`config.mk`:
```
export PLATFORM = sky130hd
export DESIGN_NAME = ecc_arbiter
export DESIGN_NICKNAME = d
export VERILOG_FILES = /design/src/rtl/ecc_arbiter.sv
export SDC_FILE = /design/constraint.sdc
export NUM_CORES = 1
export LEC_CHECK = 0
export ABC_AREA = 0
export CAP_MARGIN = 5
export CORE_AREA = 2 2 389 391
export DETAILED_ROUTE_END_ITERATION = 8
export DIE_AREA = 0 0 391 393
export HOLD_SLACK_MARGIN = 0.1
export SKIP_CTS_REPAIR_TIMING = 1
export SYNTH_ARGS = -nofsm -noshare
export SYNTH_HDL_FRONTEND = slang
export SYNTH_SLANG_ARGS = --single-unit
```
`constraint.sdc`:
```
create_clock -name clk -period 1.8 [get_ports clk]
set_input_delay 0.27 -clock clk [delete_from_list [all_inputs] [get_ports clk]]
set_output_delay 0.27 -clock clk [all_outputs]
set_load 0.01 [all_outputs]
```
`src/rtl/ecc_arbiter.sv`:
```
// Shares one ECC point-multiplier core between two requesters using round-robin arbitration.
// It holds the core's start level for the whole operation, captures each result, and aborts on a hung core.
module ecc_arbiter #(
  parameter int unsigned WIDTH   = 164,
  parameter int unsigned TO_BITS = 16
) (
  input  logic             clk,
  input  logic             n_rst,
  input  logic             req0,
  input  logic             req1,
  output logic             gnt0,
  output logic             gnt1,
  output logic             estart,
  input  logic             edone,
  input  logic [WIDTH-1:0] Pox,
  input  logic [WIDTH-1:0] Poy,
  output logic [WIDTH-1:0] res0_x,
  output logic [WIDTH-1:0] res0_y,
  output logic [WIDTH-1:0] res1_x,
  output logic [WIDTH-1:0] res1_y,
  output logic             done0,
  output logic             done1,
  output logic             err0,
  output logic             err1
);

  localparam logic [1:0] IDLE  = 2'd0;
  localparam logic [1:0] RUN   = 2'd1;
  localparam logic [1:0] DONE  = 2'd2;
  localparam logic [1:0] ABORT = 2'd3;

  localparam logic [TO_BITS-1:0] WDOG_MAX = '1;

  logic [1:0]         state, state_nx;
  logic               owner, owner_nx;
  logic               last, last_nx;
  logic [TO_BITS-1:0] wdog, wdog_nx;
  logic               estart_nx, gnt0_nx, gnt1_nx;
  logic               done0_nx, done1_nx, err0_nx, err1_nx;
  logic               capture_c;

  // Next-state, ownership and watchdog logic; outputs are decoded from the next state so they register cleanly
  always_comb begin
    state_nx  = state;
    owner_nx  = owner;
    last_nx   = last;
    wdog_nx   = wdog;
    capture_c = 1'b0;

    case (state)
      IDLE: begin
        if (req0 && req1) begin
          state_nx = RUN;
          owner_nx = ~last;
          wdog_nx  = '0;
        end else if (req0) begin
          state_nx = RUN;
          owner_nx = 1'b0;
          wdog_nx  = '0;
        end else if (req1) begin
          state_nx = RUN;
          owner_nx = 1'b1;
          wdog_nx  = '0;
        end
      end
      RUN: begin
        // A completion on the terminal watchdog cycle still counts as success
        if (edone) begin
          state_nx  = DONE;
          last_nx   = owner;
          capture_c = 1'b1;
        end else if (wdog == WDOG_MAX) begin
          state_nx = ABORT;
          last_nx  = owner;
        end else begin
          wdog_nx = TO_BITS'(wdog + 1'b1);
        end
      end
      DONE:    state_nx = IDLE;
      ABORT:   state_nx = IDLE;
      default: state_nx = IDLE;
    endcase

    estart_nx = (state_nx == RUN);
    gnt0_nx   = (state_nx == RUN)   && !owner_nx;
    gnt1_nx   = (state_nx == RUN)   &&  owner_nx;
    done0_nx  = (state_nx == DONE)  && !owner_nx;
    done1_nx  = (state_nx == DONE)  &&  owner_nx;
    err0_nx   = (state_nx == ABORT) && !owner_nx;
    err1_nx   = (state_nx == ABORT) &&  owner_nx;
  end

  // State and output registers; last resets to 1 so port 0 wins the first tie
  always_ff @(posedge clk or negedge n_rst) begin
    if (!n_rst) begin
      state  <= IDLE;
      owner  <= 1'b0;
      last   <= 1'b1;
      wdog   <= '0;
      estart <= 1'b0;
      gnt0   <= 1'b0;
      gnt1   <= 1'b0;
      done0  <= 1'b0;
      done1  <= 1'b0;
      err0   <= 1'b0;
      err1   <= 1'b0;
    end else begin
      state  <= state_nx;
      owner  <= owner_nx;
      last   <= last_nx;
      wdog   <= wdog_nx;
      estart <= estart_nx;
      gnt0   <= gnt0_nx;
      gnt1   <= gnt1_nx;
      done0  <= done0_nx;
      done1  <= done1_nx;
      err0   <= err0_nx;
      err1   <= err1_nx;
    end
  end

  // Result registers update only on the edge that enters DONE
  always_ff @(posedge clk or negedge n_rst) begin
    if (!n_rst) begin
      res0_x <= '0;
      res0_y <= '0;
      res1_x <= '0;
      res1_y <= '0;
    end else if (capture_c) begin
      if (owner) begin
        res1_x <= Pox;
        res1_y <= Poy;
      end else begin
        res0_x <= Pox;
        res0_y <= Poy;
      end
    end
  end

endmodule

```
==> run_results.csv, run 1 <==
group,metric,value,unit
timing,finalWorstSetupSlack,-0.0672,ns
job,drv_cap,0,
cts,cts_sinks,683,
power_and_ir_drop,ir_drop,0.00101,V
critical_path,critPathKind,"reg -> reg",
timing,rsz0062_at_grt,"yes",
timing,finalSetupViolations,129,
logic_synthesis,synth-seq-cells,683,
grt,grt_pass1_wl,149000,um
die,initial_core_util,17.4,%
logic_synthesis,syn_area,26000,um2
logic_synthesis,synthTopCellsByArea,"dfrtp_1 (66%), nand2_1 (14%), mux2_1 (13%), buf_6 (1.0%), mux2_2 (0.87%)",
critical_path,startpoint_type,"flip-flop",
grt,antenna_found_initial,9,
die,dieArea,154000,um2
critical_path,rrSetupSlack,-0.07,ns
layout,n_fill_cell,15200,
logic_synthesis,synthArstFlopShare,100,%
logic_synthesis,yosysWarnings,0,
timing,finalHoldViolations,0,
cts,clk_latency,0.69,ns
critical_path,cp.depth,6,
drt,finalWirelength,111000,um
place,gp_congestion,0.834,
min_path,hold_class,"in -> reg",
die,rows,142,
cts,cts_buffers,82,
critical_path,reg2reg_depth,6,
logic_synthesis,synth_nets,2551,
logic_synthesis,synth_top_area_share,65.6,%
die,core_area,149000,um2
timing,period_share,104,%
die,io_pins,996,
layout,area_growth,70.7,%
timing,skew,0.0272,ns
status,violations,"negative setup slack",
critical_path,crit_fanout,17,
critical_path,r2r-start,"state[1]",
critical_path,path_buf_inv,2,
critical_path,r2r_end,"res0_y[69]",
logic_synthesis,postSynthAreaPerCell,11.7,um2
cts,cts_tree,"done",
drt,vias_per_cell,3.89,
critical_path,cpPeakStageDelay,0.37,ns
timing,whs,0.138,ns
critical_path,cp-end-kind,"flip-flop",
grt,grt_pass1_vias,21400,
logic_synthesis,seq_area_frac_synth,65.7,%
grt,grt_max_degree,88,
drt,firstDrtPassIters,5,
cts,cts_max_path_buffers,3,
logic_synthesis,synth_edf_count,0,
logic_synthesis,syn_inst,2217,
drt,routedWlPerCell,20.6,um
grt,gr-total-overflow,0,
grt,track_usage,13.2,%
layout,drive_gt1_share,11.3,%
timing,period_needed,1.87,ns
timing,fmax,0.536,GHz
place,io_buffers,995,
critical_path,worst_ep_required_time,2.34,ns
critical_path,cp_cell_sequence,"and2b_2, nand2_4, nor2_8, buf_12, clkbuf_16, mux2_1",
status,status,"finished with violations",
logic_synthesis,ys_types,49,
drt,vias,20900,
power_and_ir_drop,powerDensity,1680,nW/um2
timing,maxSlewViolCount,0,
die,die_h,393,um
logic_synthesis,synth_top_area_cell,"dfrtp_1",
critical_path,path_delay_family,"simple AND/OR/NAND/NOR gates",
critical_path,crit_end,"res0_y[69]",
power_and_ir_drop,static-leakage-power,0.0266,uW
critical_path,critPathArrivalTime,2.41,ns
drt,drt-initial-drc-count,787,
critical_path,cp-startpoint,"state[1]",
place,hpwlAfterDp,82300,um
drt,drc,0,
timing,tightest_slew,0.490,ns
critical_path,crit_slowest_cell,"dfrtp_1",
place,place_ws,-0.347,ns
cts,clk_pin_slew,0.06,ns
drt,antenna_left,0,
timing,maxSlewHeadroom,67.3,%
die,die_w,391,um
logic_synthesis,synthFlopType,"dfrtp_1",
cts,root_buffer,"clkbuf_16",
layout,nNetsFinal,3700,
cts,htreeDepth,3,
## cell usage in the layout, fill, tap and decap left out, types with 11 or more instances in the layout
cell type	synthesis	layout
a21oi_1	11	11
buf_12	0	27
buf_4	1	123
clkbuf_16	0	94
clkbuf_8	0	13
clkdlybuf4s50_1	0	331
clkinv_2	0	14
dfrtp_1	682	680
dlymetal6s2s_1	0	661
mux2_1	310	284
mux2_2	20	19
mux2_4	0	27
nand2_1	996	994
## flip-flops by register name, summed over array words and instances (netlist names), 2 cells and up
| signal | cells |
|---|---|
| res0_x | 164 |
| res0_y | 164 |
| res1_x | 164 |
| res1_y | 164 |
| state | 2 |
| wdog | 16 |
## final cells by class
| cell class | count | area (um2) | share of cell area (%) |
|---|---|---|---|
| clock inverter | 39 | 507 | 1.14 |
| sequential | 683 | 17100 | 38.5 |
| timing repair buffer | 1176 | 13700 | 31.0 |
| multi-input combinational | 1418 | 8280 | 18.7 |
| antenna | 5 | 12.5 | 0.0282 |
| tap | 1944 | 2430 | 5.48 |
| inverter | 5 | 31.3 | 0.0705 |
| clock buffer | 104 | 2290 | 5.15 |
## layer usage
metal  routed length [um]  track usage, %  vias to the layer above  part of all wire, %
li1                     -               -                     9496                    -
met1                44200            15.6                    10500                   40
met2                54800            22.7                      751                   50
met3                 8260            3.97                      163                  7.5
met4                 3270            4.39                        0                  3.0
met5                    0               0                        -                    0
## power breakdown
| part | leakage (uW) | internal, uW | total, uW | switching, uW |
|---|---|---|---|---|
| Clock | 0.00136 | 10100 | 17300 | 7220 |
| Combinational | 0.0169 | 16100 | 30700 | 14600 |
| Sequential | 0.00836 | 22600 | 26400 | 3770 |
| Total | 0.0266 | 48900 | 74400 | 25500 |
## kinds of logic (layout without fill, tap and decap cells)
logic type,after synthesis,after routing,synth area share (%)
and+or+nand+nor,1052,1052,15.9
buffers and inverters,116,1324,3.03
other,0,5,0
DFF,683,683,65.7
muxes,333,333,14.4
AOI/OAI and AO/OA,32,32,0.866
adders and majority gates,1,1,0.0481
## stage by stage
step                      instances  power, uW  cell area [um2]  utilization (%)  setup TNS, ns
after floorplan                2217      37300            26000                -              0
after global placement         5200      58100            39200             26.3        -146.56
after detailed placement       5200      58500            39200             26.3        -144.24
after CTS                      5343      76400            42000             28.1        -101.82
after global routing           5372      78500            44400             29.7         -18.80
final                          5374      74400            44400             29.7          -2.84
## synth_stat cells, types with 4 or more instances
library cell / instances
dfrtp_1: 682
nor2_1: 5
buf_6: 24
nand4_1: 5
o31ai_1: 6
buf_8: 10
buf_2: 44
or4_1: 6
mux2_2: 20
clkbuf_1: 23
nand3_1: 10
a21oi_1: 11
inv_1: 4
nand2_1: 996
mux2_1: 310
buf_1: 9
nand2b_1: 4
and4_1: 5
## worst min-delay path by stage
stage	start	to	slack (ns)	depth (start not counted)
2_1_floorplan	n_rst	done0	-0.03	0
3_3_place_gp	n_rst	res1_x[159]	0.18	1
3_5_place_dp	n_rst	res1_x[159]	0.18	1
4_1_cts	n_rst	res1_x[159]	-0.58	1
5_1_grt	Poy[125]	res1_y[125]	0.10	3
6_report	Pox[129]	res1_x[129]	0.14	3
## tightest hold or removal path, stage by stage
cell             delay [ns]
clkdlybuf4s50_1        0.41
nand2_1                0.06
nand2_1                0.04
(Power assumes the default switching activity.)
==> run 2: changes to the inputs <==
- PLACE_DENSITY: not set -> 0.43
==> run_results.csv, run 2 (synthesis gave the netlist of run 1 again) <==
group,metric,value,unit
timing,skew,0.0226,ns
critical_path,reg2reg_depth,7,
drt,finalWirelength,122000,um
cts,cts_max_path_buffers,3,
die,die_w,391,um
critical_path,crit_end,"res0_x[36]",
critical_path,startpoint_type,"flip-flop",
drt,routedWlPerCell,22.5,um
grt,grt_max_degree,66,
critical_path,critPathArrivalTime,2.55,ns
place,place_ws,-0.334,ns
timing,whs,0.148,ns
die,rows,142,
layout,most-common-layout-cells,"nand2_1 (993), dfrtp_1 (675), dlymetal6s2s_1 (663)",
cts,clk_latency,0.68,ns
timing,rsz0062_at_grt,"yes",
timing,period_needed,1.99,ns
power_and_ir_drop,powerDensity,1720,nW/um2
timing,period_share,111,%
die,initial_core_util,17.4,%
layout,final_common_cell,"nand2_1",
place,hpwlAfterDp,87300,um
timing,setup_tns,-39.79,ns
power_and_ir_drop,finalPower,79300,uW
critical_path,r2r-start,"state[1]",
timing,maxSlewViolCount,0,
drt,antenna_left,0,
critical_path,crit_slowest_cell,"dfrtp_1",
die,die_h,393,um
power_and_ir_drop,ir_drop,0.000846,V
timing,finalWorstSetupSlack,-0.191,ns
grt,gr-total-overflow,0,
status,violations,"negative setup slack",
drt,vias_per_cell,3.88,
layout,regArea,17100,um2
cts,cts_sinks,683,
layout,nNetsFinal,3724,
place,gp_congestion,0.831,
layout,final-instance-count-excl-fill,5411,
critical_path,cpPeakStageDelay,0.37,ns
critical_path,cp-end-kind,"flip-flop",
grt,grt_pass1_vias,21800,
cts,cts_buffers,87,
layout,n_fill_cell,15400,
drt,drc,0,
drt,firstDrtPassIters,5,
status,status,"finished with violations",
critical_path,cp_common_cell,"buf_12",
timing,fmax,0.502,GHz
grt,antenna_found_initial,20,
min_path,hold_class,"in -> reg",
critical_path,cp-startpoint,"state[1]",
drt,vias,21000,
layout,area_growth,77.0,%
critical_path,worst_ep_required_time,2.36,ns
grt,grt_pass1_wl,158000,um
critical_path,rrSetupSlack,-0.19,ns
place,placed_cells,5200,
cts,htreeDepth,3,
timing,tightest_slew,0.537,ns
layout,multi_input_area,8900,um2
die,io_pins,996,
cts,clk_pin_slew,0.06,ns
critical_path,crit_fanout,15,
grt,track_usage,14.1,%
critical_path,r2r_end,"res0_x[36]",
cts,cts_tree,"done",
place,io_buffers,995,
die,core_area,149000,um2
power_and_ir_drop,static-leakage-power,0.0275,uW
layout,drive_gt1_share,16.6,%
timing,maxSlewHeadroom,64.1,%
cts,root_buffer,"clkbuf_16",
min_path,min_from,"Poy[68]",
drt,drt-initial-drc-count,878,
critical_path,cp_cell_sequence,"and2b_1, nand2_2, nor2_8, buf_12, clkbuf_16, buf_12, mux2_1",
timing,finalHoldViolations,0,
job,drv_cap,0,
timing,finalSetupViolations,326,
critical_path,critPathKind,"reg -> reg",
die,dieArea,154000,um2
-- run 2: cell types whose count changed in the layout (fill, tap and decap cells not counted), sizes merged, moves of 2 or more --
| cell | change |
|---|---|
| clkinvlp | -6 |
| dlygate4sd3 | +2 |
| diode | +2 |
| clkbuf | +35 |
| bufinv | +3 |
| dlymetal6s2s | +2 |
-- run 2: worst min path at each step --
stage                        endpoint  slack [ns]  cells past startpoint
after detailed placement  res1_x[123]        0.16                      1
final                      res1_y[68]        0.15                      3
after global routing      res1_x[100]        0.10                      3
after global placement    res1_x[123]        0.16                      1
after CTS                 res1_x[130]       -0.61                      1
after floorplan                 done0       -0.03                      0
-- run 2: report_power, final --
part           total [uW]  switching, uW  internal, uW
Combinational       33500          15400         18100
Clock               19000           7350         11700
Sequential          26800           4120         22700
-- run 2: layout make-up --
class,instances,area share [%]
flip-flops and latches,683,37.1
repair buffers,1195,31.3
multi-input cells,1418,19.3
clock buffers,125,5.74
well taps,1944,5.28
clock inverters,34,1.08
inverters,5,0.0679
diodes,7,0.0380
-- run 2: per-stage QoR --
stage	util, %	instance area [um2]
global route	30.8	46000
CTS	28.5	42500
floorplan	-	26000
global placement	26.3	39300
detailed placement	26.3	39300
finish	30.9	46000
-- run 2: critical path, delay by kind of cell (launching register included) --
kind	cells	cell delay [ns]
DFF	1	0.37
buffers and inverters	3	0.53
muxes	1	0.33
and+or+nand+nor	3	0.62
-- run 2: layer usage --
metal	global-route usage, %	part of all wire [%]	up-vias
li1	-	-	9559
met2	23.1	47	731
met3	5.17	7.9	178
met4	4.70	2.9	14
met1	17.1	42	10500
met5	0	0.080	-
==> run 3: changes to the inputs <==
- ABC_AREA: 0 -> 1
- CORE_AREA: 2 2 389 391 -> 2 2 387 389
- DIE_AREA: 0 0 391 393 -> 0 0 389 391
==> run_results.csv, run 3 <==
group,metric,value,unit
cts,cts_sinks,683,
critical_path,critPathArrivalTime,2.28,ns
logic_synthesis,synthFlopType,"dfrtp_1",
power_and_ir_drop,finalPower,72700,uW
logic_synthesis,seq_area_frac_synth,66.5,%
logic_synthesis,postSynthAreaPerCell,9.76,um2
drt,wl_met2,55300,um
logic_synthesis,ys_types,28,
timing,whs,0.124,ns
timing,rsz0062_at_grt,"yes",
logic_synthesis,ys_top_cells_by_count,"nand2_1 (716), dfrtp_1 (682), o21ai_0 (579), inv_1 (347), o21ai_1 (91)",
timing,maxSlewHeadroom,67.8,%
critical_path,rrSetupSlack,0.06,ns
grt,antenna_found_initial,4,
critical_path,critPathKind,"reg -> reg",
place,io_buffers,995,
critical_path,path_buf_inv,4,
logic_synthesis,synth_top_area_cell,"dfrtp_1",
timing,finalHoldViolations,0,
layout,drive_gt1_share,6.65,%
logic_synthesis,syn_inst,2636,
power_and_ir_drop,ir_drop,0.000716,V
drt,vias,21400,
cts,cts_buffers,85,
logic_synthesis,synth_top_area_share,66.4,%
timing,tightest_slew,0.483,ns
drt,firstDrtPassIters,5,
critical_path,r2r_end,"res0_y[58]",
die,die_w,389,um
drt,wl_met1,45300,um
cts,clk_pin_slew,0.06,ns
layout,final_common_cell,"nand2_1",
layout,final-instance-count-excl-fill,5679,
critical_path,path_delay_family,"buffers and inverters",
timing,maxSlewViolCount,0,
logic_synthesis,synth_edf_count,0,
critical_path,worst_ep_required_time,2.34,ns
logic_synthesis,synthArstFlopShare,100,%
cts,htreeDepth,3,
job,drv_cap,0,
die,dieArea,152000,um2
grt,track_usage,13.9,%
drt,route.met3.wl,8260,um
die,initial_core_util,17.3,%
logic_synthesis,synth_nets,2970,
grt,grt_max_degree,121,
logic_synthesis,yosysWarnings,0,
critical_path,r2r-start,"state[1]",
grt,gr-total-overflow,0,
drt,finalWirelength,112000,um
timing,period_needed,1.74,ns
logic_synthesis,synth-seq-cells,683,
cts,cts_tree,"done",
grt,grt_pass1_wl,156000,um
die,core_area,149000,um2
timing,finalSetupViolations,0,
die,rows,142,
status,status,"finished, final reports clean",
layout,area_growth,66.7,%
place,gp_congestion,0.804,
drt,drt-initial-drc-count,983,
critical_path,startpoint_type,"flip-flop",
power_and_ir_drop,powerDensity,1690,nW/um2
timing,period_share,96.9,%
critical_path,crit_slowest_cell,"dfrtp_1",
drt,antenna_left,0,
cts,clk_latency,0.68,ns
die,io_pins,996,
layout,most-common-layout-cells,"nand2_1 (716), dfrtp_1 (682), dlymetal6s2s_1 (657)",
min_path,hold_class,"in -> async",
drt,vias_per_cell,3.76,
die,die_h,391,um
critical_path,cp_cell_sequence,"inv_2, nand2_4, nor2_4, inv_2, nor2_4, inv_16, buf_12, nand2_1, o21ai_0",
drt,routedWlPerCell,19.7,um
cts,root_buffer,"clkbuf_16",
logic_synthesis,syn_area,25700,um2
layout,nNetsFinal,3998,
critical_path,reg2reg_depth,9,
timing,skew,0.0312,ns
logic_synthesis,yosysMostFrequentCell,"nand2_1",
timing,fmax,0.573,GHz
critical_path,cpPeakStageDelay,0.37,ns
grt,grt_pass1_vias,21600,
place,hpwlAfterDp,84700,um
place,placed_cells,5515,
critical_path,crit_fanout,120,
logic_synthesis,synthTopCellsByArea,"dfrtp_1 (66%), o21ai_0 (11%), nand2_1 (10%), inv_1 (5.1%), o21ai_1 (1.8%)",
drt,highest_layer,"met5",
power_and_ir_drop,static-leakage-power,0.0272,uW
drt,drc,0,
cts,cts_max_path_buffers,3,
critical_path,cp-end-kind,"flip-flop",
-- run 3: worst max path at each step --
stage	to	cells past startpoint	from
detailed placement	res0_y[89]	9	edone
finish	res0_y[58]	9	state[1]
global route	res1_x[149]	10	state[0]
floorplan	wdog[6]	11	wdog[0]
global placement	res0_y[108]	9	edone
CTS	res1_x[87]	1	res1_x[87]
-- run 3: layout make-up --
type / instances / area, um2
Timing Repair inverter: 2 / 22.5
Sequential cell: 683 / 17100
Fill cell: 15800 / 106000
Inverter: 351 / 1360
Tap cell: 1944 / 2430
Clock buffer: 127 / 2510
Clock inverter: 25 / 317
Timing Repair Buffer: 1087 / 12700
Antenna cell: 6 / 15.0
Multi-Input combinational cell: 1454 / 6430
-- run 3: worst register-to-register path, stage by stage (launching register included) --
cell and delay, ns:
dfrtp_1 0.37, inv_2 0.09, nand2_4 0.06, nor2_4 0.07, inv_2 0.06, nor2_4 0.22
inv_16 0.13, buf_12 0.28, nand2_1 0.23, o21ai_0 0.09
-- run 3: cell families (layout without fill, tap and decap cells) --
kind of cell,after synthesis,in the layout,share of synthesized area (%)
simple gates,774,774,11.6
flops,683,683,66.5
compound gates,673,673,13.1
buf+inv,499,1592,8.54
xor+xnor,6,6,0.204
fa+ha+maj,1,1,0.0486
other cells,0,6,0
-- run 3: metal layers --
metal	up-vias	global-route usage [%]
met3	129	4.48
met5	-	0
li1	10400	-
met2	688	24.1
met1	10200	16.4
met4	4	4.09
-- run 3: where the power goes --
part | leakage (uW) | internal (uW) | switching, uW
sequential | 0.00857 | 22300 | 3780
clock | 0.00139 | 10300 | 7130
combinational | 0.0173 | 14100 | 15100
-- run 3: stage by stage --
stage / setup TNS (ns) / setup WS, ns / area (um2) / utilization, %
after floorplan: 0 / 0.244 / 25700 / -
after global placement: -161.23 / -0.345 / 38300 / 25.8
after detailed placement: -170.96 / -0.368 / 38300 / 25.8
after CTS: -105.51 / -0.370 / 41100 / 27.7
after global routing: -4.96 / -0.0835 / 42900 / 28.9
final: 0 / 0.0558 / 42900 / 28.9
